File: config.mk
export PLATFORM = sky130hd
export DESIGN_NAME = spm_seq
export DESIGN_NICKNAME = d
export VERILOG_FILES = /design/src/rtl/spm_seq_pkg.sv /design/src/rtl/spm_sipo.sv /design/src/rtl/spm_seq.sv
export SDC_FILE = /design/constraint.sdc
export NUM_CORES = 1
export LEC_CHECK = 0
export BUFFER_PORTS_ARGS = -buffer_cell sky130_fd_sc_hd__buf_2
export CORE_MARGIN = 2
export CORE_UTILIZATION = 52
export CTS_BUF_LIST = sky130_fd_sc_hd__clkbuf_16
export DETAILED_ROUTE_END_ITERATION = 12
export HOLD_SLACK_MARGIN = 0.15
export PLACE_DENSITY = 0.82
export SLEW_MARGIN = 20
export SYNTH_ARGS = -nofsm -noshare
export SYNTH_HDL_FRONTEND = slang
export SYNTH_SLANG_ARGS = --single-unit
File: constraint.sdc
create_clock -name clk -period 3.15 [get_ports clk]
set_input_delay 0.1575 -clock clk [delete_from_list [all_inputs] [get_ports clk]]
set_output_delay 0.1575 -clock clk [all_outputs]
set_load 0.1 [all_outputs]
File: src/rtl/spm_seq_pkg.sv
// rtl/spm_seq_pkg.sv - shared state encoding and phase lengths for spm_seq
package spm_seq_pkg;

    typedef enum logic [1:0] {
        IDLE  = 2'd0,
        SHIFT = 2'd1,
        FLUSH = 2'd2,
        DONE  = 2'd3
    } spm_seq_state_e;

    // Serial phase: N+M product bits, the first of which appears LAT cycles
    // after the first multiplier bit.
    function automatic int shift_len(input int n, input int m, input int lat);
        return n + m + lat;
    endfunction

    // Zero bits clocked through the array so every cell drains its stored
    // sum and carry before the next operand pair arrives.
    function automatic int flush_len(input int n);
        return n + 1;
    endfunction

endpackage

File: src/rtl/spm_sipo.sv
// rtl/spm_sipo.sv - serial-in/parallel-out product collector
//
// Ports:
//   clk     rising-edge clock
//   rst     asynchronous active-low reset, clears the collector
//   i_en    shift enable
//   i_bit   serial input bit
//   o_data  collected word; the first bit shifted in ends up at bit 0
//           after W shifts
module spm_sipo #(
    parameter int W = 64
) (
    input  logic         clk,
    input  logic         rst,
    input  logic         i_en,
    input  logic         i_bit,
    output logic [W-1:0] o_data
);

    logic [W-1:0] r_data;

    // Bits enter at the MSB and walk down, so product bit 0 (captured
    // first) lands at bit 0 once all W bits have been taken.
    always_ff @(posedge clk or negedge rst) begin
        if (!rst) begin
            r_data <= '0;
        end else if (i_en) begin
            r_data <= {i_bit, r_data[W-1:1]};
        end
    end

    assign o_data = r_data;

endmodule

File: src/rtl/spm_seq.sv
// rtl/spm_seq.sv - operand sequencer and product collector for the spm array
//
// Ports:
//   clk, rst              clock; asynchronous active-low reset shared with spm
//   in_valid/in_ready     operand handshake; in_ready is high only in IDLE
//   in_x, in_y            signed multiplicand / multiplier
//   spm_x                 registered parallel multiplicand to spm
//   spm_y                 registered serial multiplier bit, LSB first
//   spm_p                 serial product bit from spm, LAT cycles behind spm_y
//   out_valid/out_ready   product handshake
//   out_p                 signed N+M bit product
module spm_seq
    import spm_seq_pkg::*;
#(
    parameter int N   = 32,
    parameter int M   = 32,
    parameter int LAT = 1
) (
    input  logic           clk,
    input  logic           rst,
    input  logic           in_valid,
    output logic           in_ready,
    input  logic [N-1:0]   in_x,
    input  logic [M-1:0]   in_y,
    output logic [N-1:0]   spm_x,
    output logic           spm_y,
    input  logic           spm_p,
    output logic           out_valid,
    input  logic           out_ready,
    output logic [N+M-1:0] out_p
);

    localparam int CW        = $clog2(N + M + LAT + 1);
    localparam int SHIFT_LEN = shift_len(N, M, LAT);
    localparam int FLUSH_LEN = flush_len(N);

    localparam logic [CW-1:0] SHIFT_LAST = CW'(SHIFT_LEN - 1);
    localparam logic [CW-1:0] FLUSH_LAST = CW'(FLUSH_LEN - 1);
    localparam logic [CW-1:0] Y_LAST     = CW'(N + M - 1);
    localparam logic [CW-1:0] CAP_FIRST  = CW'(LAT);

    spm_seq_state_e r_state;
    spm_seq_state_e w_next_state;

    logic [CW-1:0] r_cnt;
    logic [M-1:0]  r_y_sr;
    logic [N-1:0]  r_spm_x;
    logic          r_spm_y;
    logic          r_out_valid;

    logic          w_accept;
    logic          w_capture;

    assign in_ready  = (r_state == IDLE);
    assign w_accept  = in_valid && (r_state == IDLE);
    assign w_capture = (r_state == SHIFT) && (r_cnt >= CAP_FIRST);

    always_comb begin
        w_next_state = r_state;
        case (r_state)
            IDLE:  if (w_accept)              w_next_state = SHIFT;
            SHIFT: if (r_cnt == SHIFT_LAST)   w_next_state = FLUSH;
            FLUSH: if (r_cnt == FLUSH_LAST)   w_next_state = DONE;
            DONE:  if (out_ready)             w_next_state = IDLE;
            default:                          w_next_state = IDLE;
        endcase
    end

    always_ff @(posedge clk or negedge rst) begin
        if (!rst) begin
            r_state <= IDLE;
        end else begin
            r_state <= w_next_state;
        end
    end

    // Phase counter: restarts at 0 on every state change, so SHIFT and
    // FLUSH each see their own 0-based cycle index.
    always_ff @(posedge clk or negedge rst) begin
        if (!rst) begin
            r_cnt <= '0;
        end else if (w_next_state != r_state) begin
            r_cnt <= '0;
        end else if (r_state == SHIFT || r_state == FLUSH) begin
            r_cnt <= r_cnt + CW'(1);
        end
    end

    // Multiplier PISO. r_y_sr always holds the bits not yet presented;
    // the arithmetic shift replicates the sign so bits k >= M come out as
    // in_y[M-1].
    always_ff @(posedge clk or negedge rst) begin
        if (!rst) begin
            r_y_sr  <= '0;
            r_spm_y <= 1'b0;
            r_spm_x <= '0;
        end else begin
            case (r_state)
                IDLE: begin
                    if (w_accept) begin
                        r_spm_x <= in_x;
                        r_spm_y <= in_y[0];
                        r_y_sr  <= {in_y[M-1], in_y[M-1:1]};
                    end
                end
                SHIFT: begin
                    if (r_cnt < Y_LAST) begin
                        r_spm_y <= r_y_sr[0];
                        r_y_sr  <= {r_y_sr[M-1], r_y_sr[M-1:1]};
                    end else begin
                        r_spm_y <= 1'b0;
                    end
                end
                default: r_spm_y <= 1'b0;
            endcase
        end
    end

    always_ff @(posedge clk or negedge rst) begin
        if (!rst) begin
            r_out_valid <= 1'b0;
        end else if (r_state == FLUSH && r_cnt == FLUSH_LAST) begin
            r_out_valid <= 1'b1;
        end else if (r_state == DONE && out_ready) begin
            r_out_valid <= 1'b0;
        end
    end

    spm_sipo #(
        .W (N + M)
    ) u_sipo (
        .clk    (clk),
        .rst    (rst),
        .i_en   (w_capture),
        .i_bit  (spm_p),
        .o_data (out_p)
    );

    assign spm_x     = r_spm_x;
    assign spm_y     = r_spm_y;
    assign out_valid = r_out_valid;

endmodule

Word-level counts from Yosys, hierarchy flattened
Index checks and enable logic that the tools add are counted.
{"block": "word_totals", "inputBits": 69, "reg_bits": 139, "output_inout_bits": 99}
{"block": "classes", "addsub": 1, "n_bitwise": 1, "eq_ne": 8, "n_reduce_logical": 12, "n_mux": 15, "order_cmp": 2}
{"operator": "32-bit case mux with 2 select lines", "n": 1}
{"operator": "32-bit two-way mux", "n": 1}
{"operator": "31-bit two-way mux", "n": 1}
{"operator": "7-bit two-way mux", "n": 2}
{"operator": "2-bit two-way mux", "n": 4}
{"operator": "2-bit case mux with 4 select lines", "n": 1}
{"operator": "7-bit by 1-bit adder with 7-bit output, second input constant", "n": 1}
{"operator": "7-bit by 6-bit equality test with 1-bit output, second input constant", "n": 1}
{"operator": "7-bit equality test, second input constant", "n": 1}
{"operator": "7-bit by 1-bit greater-or-equal comparator with 1-bit output, second input constant", "n": 1}
{"operator": "7-bit by 6-bit less-than comparator with 1-bit output, second input constant", "n": 1}
{"operator": "3-bit AND reduction", "n": 2}
{"operator": "2-bit nonzero test", "n": 3}
{"operator": "2-bit equality test, second input constant", "n": 2}
{"operator": "1-bit logical AND", "n": 4}
{"operator": "1-bit two-way mux", "n": 4}
{"operator": "2-bit by 1-bit != test with 1-bit output, second input constant", "n": 2}
{"operator": "2-bit by 1-bit equality test with 1-bit output, second input constant", "n": 1}
{"operator": "2-bit zero test", "n": 1}
{"operator": "2-bit != test", "n": 1}
{"operator": "1-bit case mux with 2 select lines", "n": 1}
{"operator": "2-bit AND reduction", "n": 1}
{"operator": "1-bit logical OR", "n": 1}
{"operator": "1-bit NOT", "n": 1}

Longest topological paths before layout
Gate-level depths: netlist of the first run.
{"block": "depth", "depth_word": 6, "ltp_mapped": 7}

Hierarchy
From an unflattened synthesis of the first run, not the netlist that was laid out.
{"block": "hier_totals", "hier_cells": 393, "area_unflattened_um2": 6437.4}
{"mod": "spm_seq", "n_inst": 1, "area_per_inst_um2": 3758.6, "cells_each": 258}
{"mod": "spm_sipo", "n_inst": 1, "area_per_inst_um2": 2678.8, "cells_each": 135}

Worst setup path after synthesis of the first run
Ideal clock, no wire load.
{"block": "synth_timing", "path_kind": "register to register", "from": "register r_state[1]", "to": "register r_y_sr[16]", "path_slack_ns": 0.645, "path_buffers": 1, "period_less_slack_ns": 2.505, "arrival_time_ns": 2.380, "stages_incl_launch_ff": 7, "cell_sequence": "dfrtp_1 -> inv_1 -> ha_1 -> mux2i_1 -> a21oi_1 -> buf_2 -> mux2_2"}
{"block": "synth_between", "elab_chain_len": 4, "elab_cells_between_ends": 8, "classes_between": "eq/ne: 3; mux: 1; reduce/logical: 4"}
{"element": "start: declaration", "line": "spm_seq.sv:42", "rtl": "spm_seq_state_e r_state;"}
{"element": "start signal: assignment", "line": "spm_seq.sv:73", "rtl": "r_state <= w_next_state;"}
{"element": "2-bit zero test *"}
{"element": "net in_ready", "line": "spm_seq.sv:22", "rtl": "output logic in_ready,"}
{"element": "1-bit logical AND", "line": "spm_seq.sv:55", "rtl": "assign w_accept = in_valid && (r_state == IDLE);"}
{"element": "2-bit by 1-bit != test with 1-bit output (no source line)"}
{"element": "3-bit AND reduction (no source line)"}
{"element": "end signal: assignment", "line": "spm_seq.sv:103", "rtl": "r_y_sr <= {in_y[M-1], in_y[M-1:1]};"}
{"element": "end signal: assignment", "line": "spm_seq.sv:109", "rtl": "r_y_sr <= {r_y_sr[M-1], r_y_sr[M-1:1]};"}
{"element": "end: declaration", "line": "spm_seq.sv:46", "rtl": "logic [M-1:0] r_y_sr;"}
The timed path passes the listed nets; every way through them passes the cells marked *. The select of a mux whose other input is x is not followed.
A chain may end at the register's enable or synchronous reset.

Final worst setup path of the first run
{"block": "layout_timing", "from": "register r_state[1]", "to": "register r_y_sr[28]"}
{"block": "layout_between", "elab_chain_len": 4, "elab_cells_between_ends": 8, "classes_between": "eq/ne: 3; mux: 1; reduce/logical: 4"}
{"element": "2-bit zero test", "line": "spm_seq.sv:55, spm_seq.sv:98"}
{"element": "1-bit logical AND", "line": "spm_seq.sv:55"}
{"element": "2-bit by 1-bit != test with 1-bit output (no source line)"}
{"element": "3-bit AND reduction (no source line)"}
Parallel ways exist; a longest one is shown, timed or not. The select of a mux whose other input is x is not followed.

==> summary.txt, run 1 <==
Clock tree
  – Clock Pin Slew Worst Setup and Hold Paths: 50 ps
  – Skew-Pair Late Insertion Delay: 420 ps
  – Post-CTS sizing: 0
  – CTS tree: done
  – Clk buf depth: 2
  – Root buffer cell: clkbuf_16
  – CTS sink count: 139
  – Post-CTS setup repair buffer count: 0
  – H-tree Lvls: 4
  – Num CTS Buffers: 17

Setup path
  – CP Capture Type: flip-flop
  – Worst Setup Path Type: reg2reg
  – CP arrival: 2550 ps
  – Crit path max fanout: 17
  – Req. time, crit path: 3450 ps
  – CP max stage cell: dfrtp_1
  – Worst path max stage delay: 430 ps
  – Startpoint Class: flip-flop
  – CP Cell Sequence: inv_1 > ha_1 > buf_4 > buf_4 > mux2_2 > mux2_2

Power and ir drop
  – Pint: 4.85 mW
  – Sw frac: 47.6%
  – VDD IR max: 1.49 mV
  – Pleak: 4.21 nW
  – Clk network pwr share: 19.8%
  – Total power: 9.27 mW
  – Pwr/cell area: 1130 nW/um^2
  – Comb pwr share: 51.4%
  – P_sw: 4.42 mW
  – Flop pwr share: 28.8%

Layout
  – Fin area: 8230 um^2
  – Ant diodes: 0
  – Layout Nets: 708
  – Area growth syn-to-layout: 36.2%
  – Share of cells above drive strength 1: 54.9%

Detailed routing
  – WL final: 13.3 mm
  – DRT antenna net count: 0
  – Starting DRC count in detailed routing: 185
  – Drt drc: 0
  – First-pass detailed-route iteration total: 4
  – DR vias/cell: 5.11
  – Total number of vias: 4014
  – Wirelength per Cell: 16.9 um

Die
  – Row count: 39
  – Die X: 112 um
  – Floorplan die height: 112 um
  – IO Count: 168
  – Initial Util: 53.2%
  – Core Area: 11400 um^2
  – Die area: 12500 um^2

STA
  – Minimum clock period: 2250 ps
  – Setup TNS: 0 ps
  – Count of pins over their slew limit: 0
  – Final Hold Fails: 0
  – Smallest hold slack: 164 ps
  – RSZ-0062 raised after global routing: false
  – # setup viols final: 0
  – Fin crit share: 71.5%
  – Worst slew pin tran: 911 ps
  – Final setup skew: 7.18 ps
  – Slew headroom: 39.2%
  – Fmax: 444 MHz

Placement
  – Buffers on Ports: 167
  – Detailed Place HPWL: 8.20 mm
  – DP Area: 7010 um^2
  – Placer Congestion: 0.848

Global routing
  – Gr busiest metal: met2
  – Vias in the first global route: 4464
  – Grt met1 use: 26.7%
  – Initial antenna violation count: 0
  – Grt total ovfl: 0
  – Largest net degree at the start of global routing: 120
  – GR Layer Usage met2: 38.5%
  – Met3 GRT Util: 8.17%
  – Global-route wire length before repair: 22.1 mm
  – Total track usage: 22.6%

Yosys
  – Unique masters post-synth: 35
  – Post-synthesis async set-or-reset flop share: 100%
  – Main synth FF type: dfrtp_1
  – Post-Synthesis Cells: 390
  – #FFs+latches synth: 139
  – Count of flip-flops with a built-in enable after synthesis: 0
  – Syn_area_per_cell: 15.5 um^2
  – Syn Std Cell Area: 6050 um^2
  – Warnings, synthesis: 0
  – Seq/Total Area, Yosys: 57.5%
  – Syn nets: 467

Min path
  – Worst Hold Class: in2reg

Job
  – Max Cap Violations: 0

Outcome
  – Outcome: finished clean
## synthesized netlist by cell type, types with 3 or more instances
cell / n / area share (%)
buf_6: 6 / 1.1
o21ai_0: 3 / 0.25
a211oi_1: 7 / 0.87
mux2_2: 110 / 20
nor2_1: 3 / 0.19
xor2_1: 4 / 0.58
nand2_1: 14 / 0.87
mux2_4: 40 / 9.9
nand4_1: 3 / 0.31
clkbuf_1: 10 / 0.62
ha_1: 8 / 1.7
buf_2: 3 / 0.25
dfrtp_1: 139 / 58
inv_1: 7 / 0.43
nand3_1: 3 / 0.25
mux2_1: 7 / 1.3
## layer usage
metal / vias to the layer above / routed length, um
li1: 1868 / -
met1: 1993 / 5340
met2: 133 / 6890
met3: 20 / 846
met4: 0 / 237
met5: - / 0
## path summary, 6_finish.rpt
| path | from | end | slack, ps | cells after the start |
|---|---|---|---|---|
| worst max-delay path | r_state[1]$_DFF_PN0_ | r_y_sr[28]$_DFFE_PN0P_ | 900 | 6 |
| worst min-delay path | in_y[0] | spm_y$_DFFE_PN0N_ | 160 | 4 |
| worst max register to register | r_state[1]$_DFF_PN0_ | r_y_sr[28]$_DFFE_PN0P_ | 900 | 6 |
| worst min register to register | r_y_sr[5]$_DFFE_PN0P_ | r_y_sr[5]$_DFFE_PN0P_ | 490 | 1 |
| max in group asynchronous | rst | spm_x[24]$_DFFE_PN0P_ | 1850 | 3 |
| min in group asynchronous | rst | u_sipo.o_data[5]$_DFFE_PN0P_ | 440 | 2 |
## cell usage in the layout (no fill, tap or decap), types with 2 or more instances in the layout
| cell type | netlist | final |
|---|---|---|
| buf_2 | 3 | 166 |
| dfrtp_1 | 139 | 139 |
| mux2_2 | 110 | 110 |
| dlygate4sd3_1 | 0 | 68 |
| mux2_4 | 40 | 40 |
| clkbuf_16 | 0 | 17 |
| nand2_1 | 14 | 14 |
| inv_1 | 7 | 10 |
| ha_1 | 8 | 8 |
| a211oi_1 | 7 | 7 |
| mux2_1 | 7 | 7 |
| clkinv_2 | 0 | 5 |
| buf_4 | 0 | 5 |
| xor2_1 | 4 | 4 |
| nor2_1 | 3 | 3 |
| o21ai_0 | 3 | 3 |
| nand3_1 | 3 | 3 |
| nand4_1 | 3 | 3 |
| clkinv_1 | 0 | 3 |
| o21a_1 | 2 | 2 |
| xnor2_1 | 2 | 2 |
| mux2i_1 | 2 | 2 |
| bufinv_16 | 0 | 2 |
## area by class of cell
class	count	area (um^2)
multi-input combinational	225	2420
timing repair buffer	241	1580
sequential	139	3480
tap	143	179
fill	724	3140
clock buffer	17	425
clock inverter	14	115
inverter	7	26.3
## metrics by stage
step,setup slack [ps],util (%),std cells
after floorplan,645,-,390
after global placement,984,61.6,687
after detailed placement,909,61.6,687
after CTS,884,72.4,786
after global routing,742,72.4,786
final,897,72.4,786
## logic make-up after synthesis
logic type	after synthesis	share of synthesized area, %
muxes	159	32.1
and+or+nand+nor	29	2.44
DFF	139	57.5
AOI/OAI and AO/OA	23	3.02
xor gates and xnor gates	6	0.869
buffers and inverters	26	2.42
adders and majority gates	8	1.66
## registers in the layout, indices dropped and copies added (netlist names)
register / flops
out_valid: 1
r_cnt: 7
r_state: 2
r_y_sr: 32
spm_x: 32
spm_y: 1
u_sipo.o_data: 64
## worst max-delay path, delay by kind of cell, from the launching register on
family	cells	cell delay (ps)
fa+ha+maj	1	350
buf+inv	3	730
mux	2	630
flops	1	430
## power by group through the flow
stage | clock, mW | combinational [mW] | sequential (mW)
3_3_place_gp | 0 | 4.60 | 2.64
4_1_cts | 1.87 | 4.77 | 2.66
3_5_place_dp | 0 | 4.69 | 2.68
2_1_floorplan | 0 | 1.74 | 4.89
6_report | 1.84 | 4.76 | 2.67
5_1_grt | 1.96 | 4.98 | 2.75
## timing repair
action	4_1_cts	5_1_grt
hold buffers	68	0
setup endpoints to repair	0	0
hold endpoints to repair	185	0
No activity file was read; power rests on OpenSTA's default activity.
==> run 2: changes to the inputs <==
Settings changed: ABC_AREA from default to 1, CORE_UTILIZATION 52 to 47, PLACE_DENSITY 0.82 to 0.78.
Clock period 3.15 ns to 1.8 ns, I/O delays scaled along.
==> summary.txt, run 2 <==
Min path
  – Worst Hold Class: in2async

Layout
  – Fillers: 974 (+35%)
  – Most common cell after layout, fill and taps aside: nand2_1
  – Share of cells above drive strength 1: 24.1% (-31 points)
  – Layout Nets: 1031 (+46%)
  – Fin area: 8510 um^2 (+3.4%)
  – Max FFs per register: 64 (unchanged)
  – Most frequent cells in the layout: nand2_1 (313), buf_2 (166), dfrtp_1 (138)
  – Ant diodes: 0 (unchanged)
  – Area growth syn-to-layout: 38.6%

Detailed routing
  – First-pass detailed-route iteration total: 7 (+3)
  – WL final: 15.3 mm (+15%)
  – Drt drc: 0 (unchanged)
  – DR vias/cell: 4.92 (-3.7%)
  – DRT antenna net count: 0 (unchanged)
  – Total number of vias: 5594 (+39%)
  – Wirelength per Cell: 13.5 um (-21%)
  – Starting DRC count in detailed routing: 528 (+190%)

Die
  – IO Count: 168 (unchanged)
  – Floorplan die height: 118 um (+5.8%)
  – Core Area: 12700 um^2 (+11%)
  – Die X: 118 um (+5.8%)
  – Row count: 41 (+5.1%)
  – Die area: 14000 um^2 (+12%)
  – Initial Util: 48.5% (-4.7 points)

Global routing
  – Global-route wire length before repair: 25.6 mm (+16%)
  – Total track usage: 22.5% (-0.15 points)
  – Grt total ovfl: 0 (unchanged)
  – Vias in the first global route: 5424 (+22%)
  – Largest net degree at the start of global routing: 65 (-46%)
  – Initial antenna violation count: 0 (unchanged)

Power and ir drop
  – Sw frac: 52.1% (+4.5 points)
  – Clk network pwr share: 19.4% (-0.4 points)
  – Pwr/cell area: 2040 nW/um^2 (+81%)
  – Flop pwr share: 26.2% (-2.6 points)
  – Pleak: 4.73 nW (+12%)
  – Pint: 8.33 mW (+72%)
  – VDD IR max: 1.72 mV (+16%)
  – P_sw: 9.06 mW (+110%)
  – Comb pwr share: 54.4% (+3.0 points)

Yosys
  – Multiplexer area fraction after synthesis: 0% (-32 points)
  – Seq/Total Area, Yosys: 56.6% (-0.93 points)
  – Post-synthesis async set-or-reset flop share: 100% (unchanged)
  – Unique masters post-synth: 26 (-26%)
  – Count of flip-flops with a built-in enable after synthesis: 0 (unchanged)
  – Area share of the largest cell type after synthesis: 56.6% (-0.93 points)
  – Post-Synth Simple-Gate Area: 27.6% (+25 points)
  – Post-Synth XOR/XNOR Area: 0.855% (-0.014 points)
  – Syn_area_per_cell: 8.53 um^2 (-45%)
  – Largest area contributor in the netlist: dfrtp_1
  – Cell with the most instances after synthesis: nand2_1
  – #FFs+latches synth: 139 (unchanged)
  – Main combinational cell family by area after synthesis: simple AND/OR/NAND/NOR gates
  – Post-synth top cells: nand2_1 (314), dfrtp_1 (139), nand3_1 (62)
  – Adder-cell share of the synthesized area: 1.63% (-0.027 points)
  – Synth Area in Compound Gates: 6.01% (+3.0 points)
  – Warnings, synthesis: 0 (unchanged)
  – Synth area leaders: dfrtp_1 (57%), nand2_1 (19%), nand3_1 (5.0%)
  – Syn Std Cell Area: 6140 um^2 (+1.6%)
  – Post-Synthesis Cells: 720 (+85%)
  – Syn nets: 797 (+71%)
  – Main synth FF type: dfrtp_1

Clock tree
  – Clock Pin Slew Worst Setup and Hold Paths: 60 ps (about the same)
  – Root buffer cell: clkbuf_16
  – Num CTS Buffers: 17 (unchanged)
  – CTS sink count: 139 (unchanged)
  – H-tree Lvls: 4 (unchanged)
  – Skew-Pair Late Insertion Delay: 410 ps (about the same)
  – CTS tree: done
  – Clk buf depth: 2 (unchanged)

STA
  – Fmax: 587 MHz (+32%)
  – Setup ws final: 97.8 ps (-800 ps)
  – Final setup skew: 7.32 ps (+0.140 ps)
  – Count of pins over their slew limit: 0 (unchanged)
  – Slew headroom: 66.2% (+27 points)
  – Minimum clock period: 1700 ps (-550 ps)
  – # setup viols final: 0 (unchanged)
  – Worst slew pin tran: 510 ps (-401 ps)
  – Final Hold Fails: 0 (unchanged)
  – Fin crit share: 94.6% (+23 points)

Placement
  – Detailed Place HPWL: 8.73 mm (+6.5%)
  – Post-place setup slack: 49.8 ps (-859 ps)
  – DP Area: 7170 um^2 (+2.4%)
  – Buffers on Ports: 167 (unchanged)
  – Placer Congestion: 0.884 (+4.3%)

Job
  – Max Cap Violations: 0 (unchanged)

Setup path
  – Crit path max fanout: 15 (-2)
  – Worst r2r src: r_state[0]$_DFF_PN0_
  – Worst Setup Path Type: reg2reg
  – CP startpoint: r_state[0]$_DFF_PN0_
  – Req. time, crit path: 2130 ps (-1320 ps)
  – CP arrival: 2030 ps (-520 ps)
  – Worst R2R Path Depth: 9 (+3)
  – CP Capture Type: flip-flop
  – Startpoint Class: flip-flop

Outcome
  – Outcome: finished clean
[run 2: repair_timing]
item	in CTS	in global routing
setup endpoints to repair	0	39
resized for setup	0	10
hold buffers	68	0
hold endpoints to repair	207	0
setup buffers	0	1
[run 2: cell families (layout without fill, tap and decap cells)]
group           count (synthesis)  count (layout)
compound gates                 71              71
xor+xnor                        6               6
fa+ha+maj                       8               8
buf+inv                        86             332
flops                         139             139
simple gates                  410             410
[run 2: critical path: stages, from the launching register on]
cell and delay [ps]:
dfrtp_2 390, inv_2 80, ha_4 180, inv_1 70
nor2_1 50, o21bai_1 180, a21oi_4 280, clkbuf_16 240
nand2_1 60, o21ai_1 90
[run 2: cell type report]
cell class                      count  area (um^2)  share of cell area (%)
Sequential cell                   139         3480                    40.9
Multi-Input combinational cell    495         2260                    26.5
Timing Repair Buffer              254         1820                    21.3
Clock buffer                       17          425                    5.00
Tap cell                          172          215                    2.53
Inverter                           47          179                    2.10
Clock inverter                     14          140                    1.65
[run 2: metrics by stage]
stage	util [%]	setup TNS [ps]	hold WS, ps	power (mW)	cells
final	67.2	0	190	17.4	1138
after CTS	66.5	0	195	17.1	1134
after detailed placement	56.6	0	62.0	13.6	1035
after global routing	67.2	-33.4	220	18.4	1138
after global placement	56.6	0	64.4	13.4	1035
after floorplan	-	0	-206	12.1	720
[run 2: power groups by stage]
stage,registers [mW],logic [mW],clock network [mW]
after global routing,4.67,10.1,3.58
after CTS,4.55,9.12,3.43
final,4.56,9.46,3.38
after global placement,4.57,8.85,0
after floorplan,8.51,3.57,0
after detailed placement,4.57,8.99,0
[run 2: path summary, 6_finish.rpt]
check | slack [ps] | endpoint
worst min register to register | 470 | u_sipo.o_data[0]$_DFFE_PN0P_
worst min-delay path | 190 | u_sipo.o_data[19]$_DFFE_PN0P_
max in group asynchronous | 990 | r_state[0]$_DFF_PN0_
min in group clk | 410 | spm_x[31]$_DFFE_PN0P_
worst max register to register | 100 | r_y_sr[21]$_DFFE_PN0P_
worst max-delay path | 100 | r_y_sr[21]$_DFFE_PN0P_
[run 2: per-layer routing]
| layer | share of wire (%) | global-route usage [%] | up-vias |
|---|---|---|---|
| met5 | 0 | 0 | - |
| met4 | 1.3 | 6.17 | 0 |
| met3 | 6.9 | 6.23 | 26 |
| met2 | 48 | 35.9 | 237 |
| met1 | 43 | 30.1 | 2601 |
| li1 | - | - | 2730 |
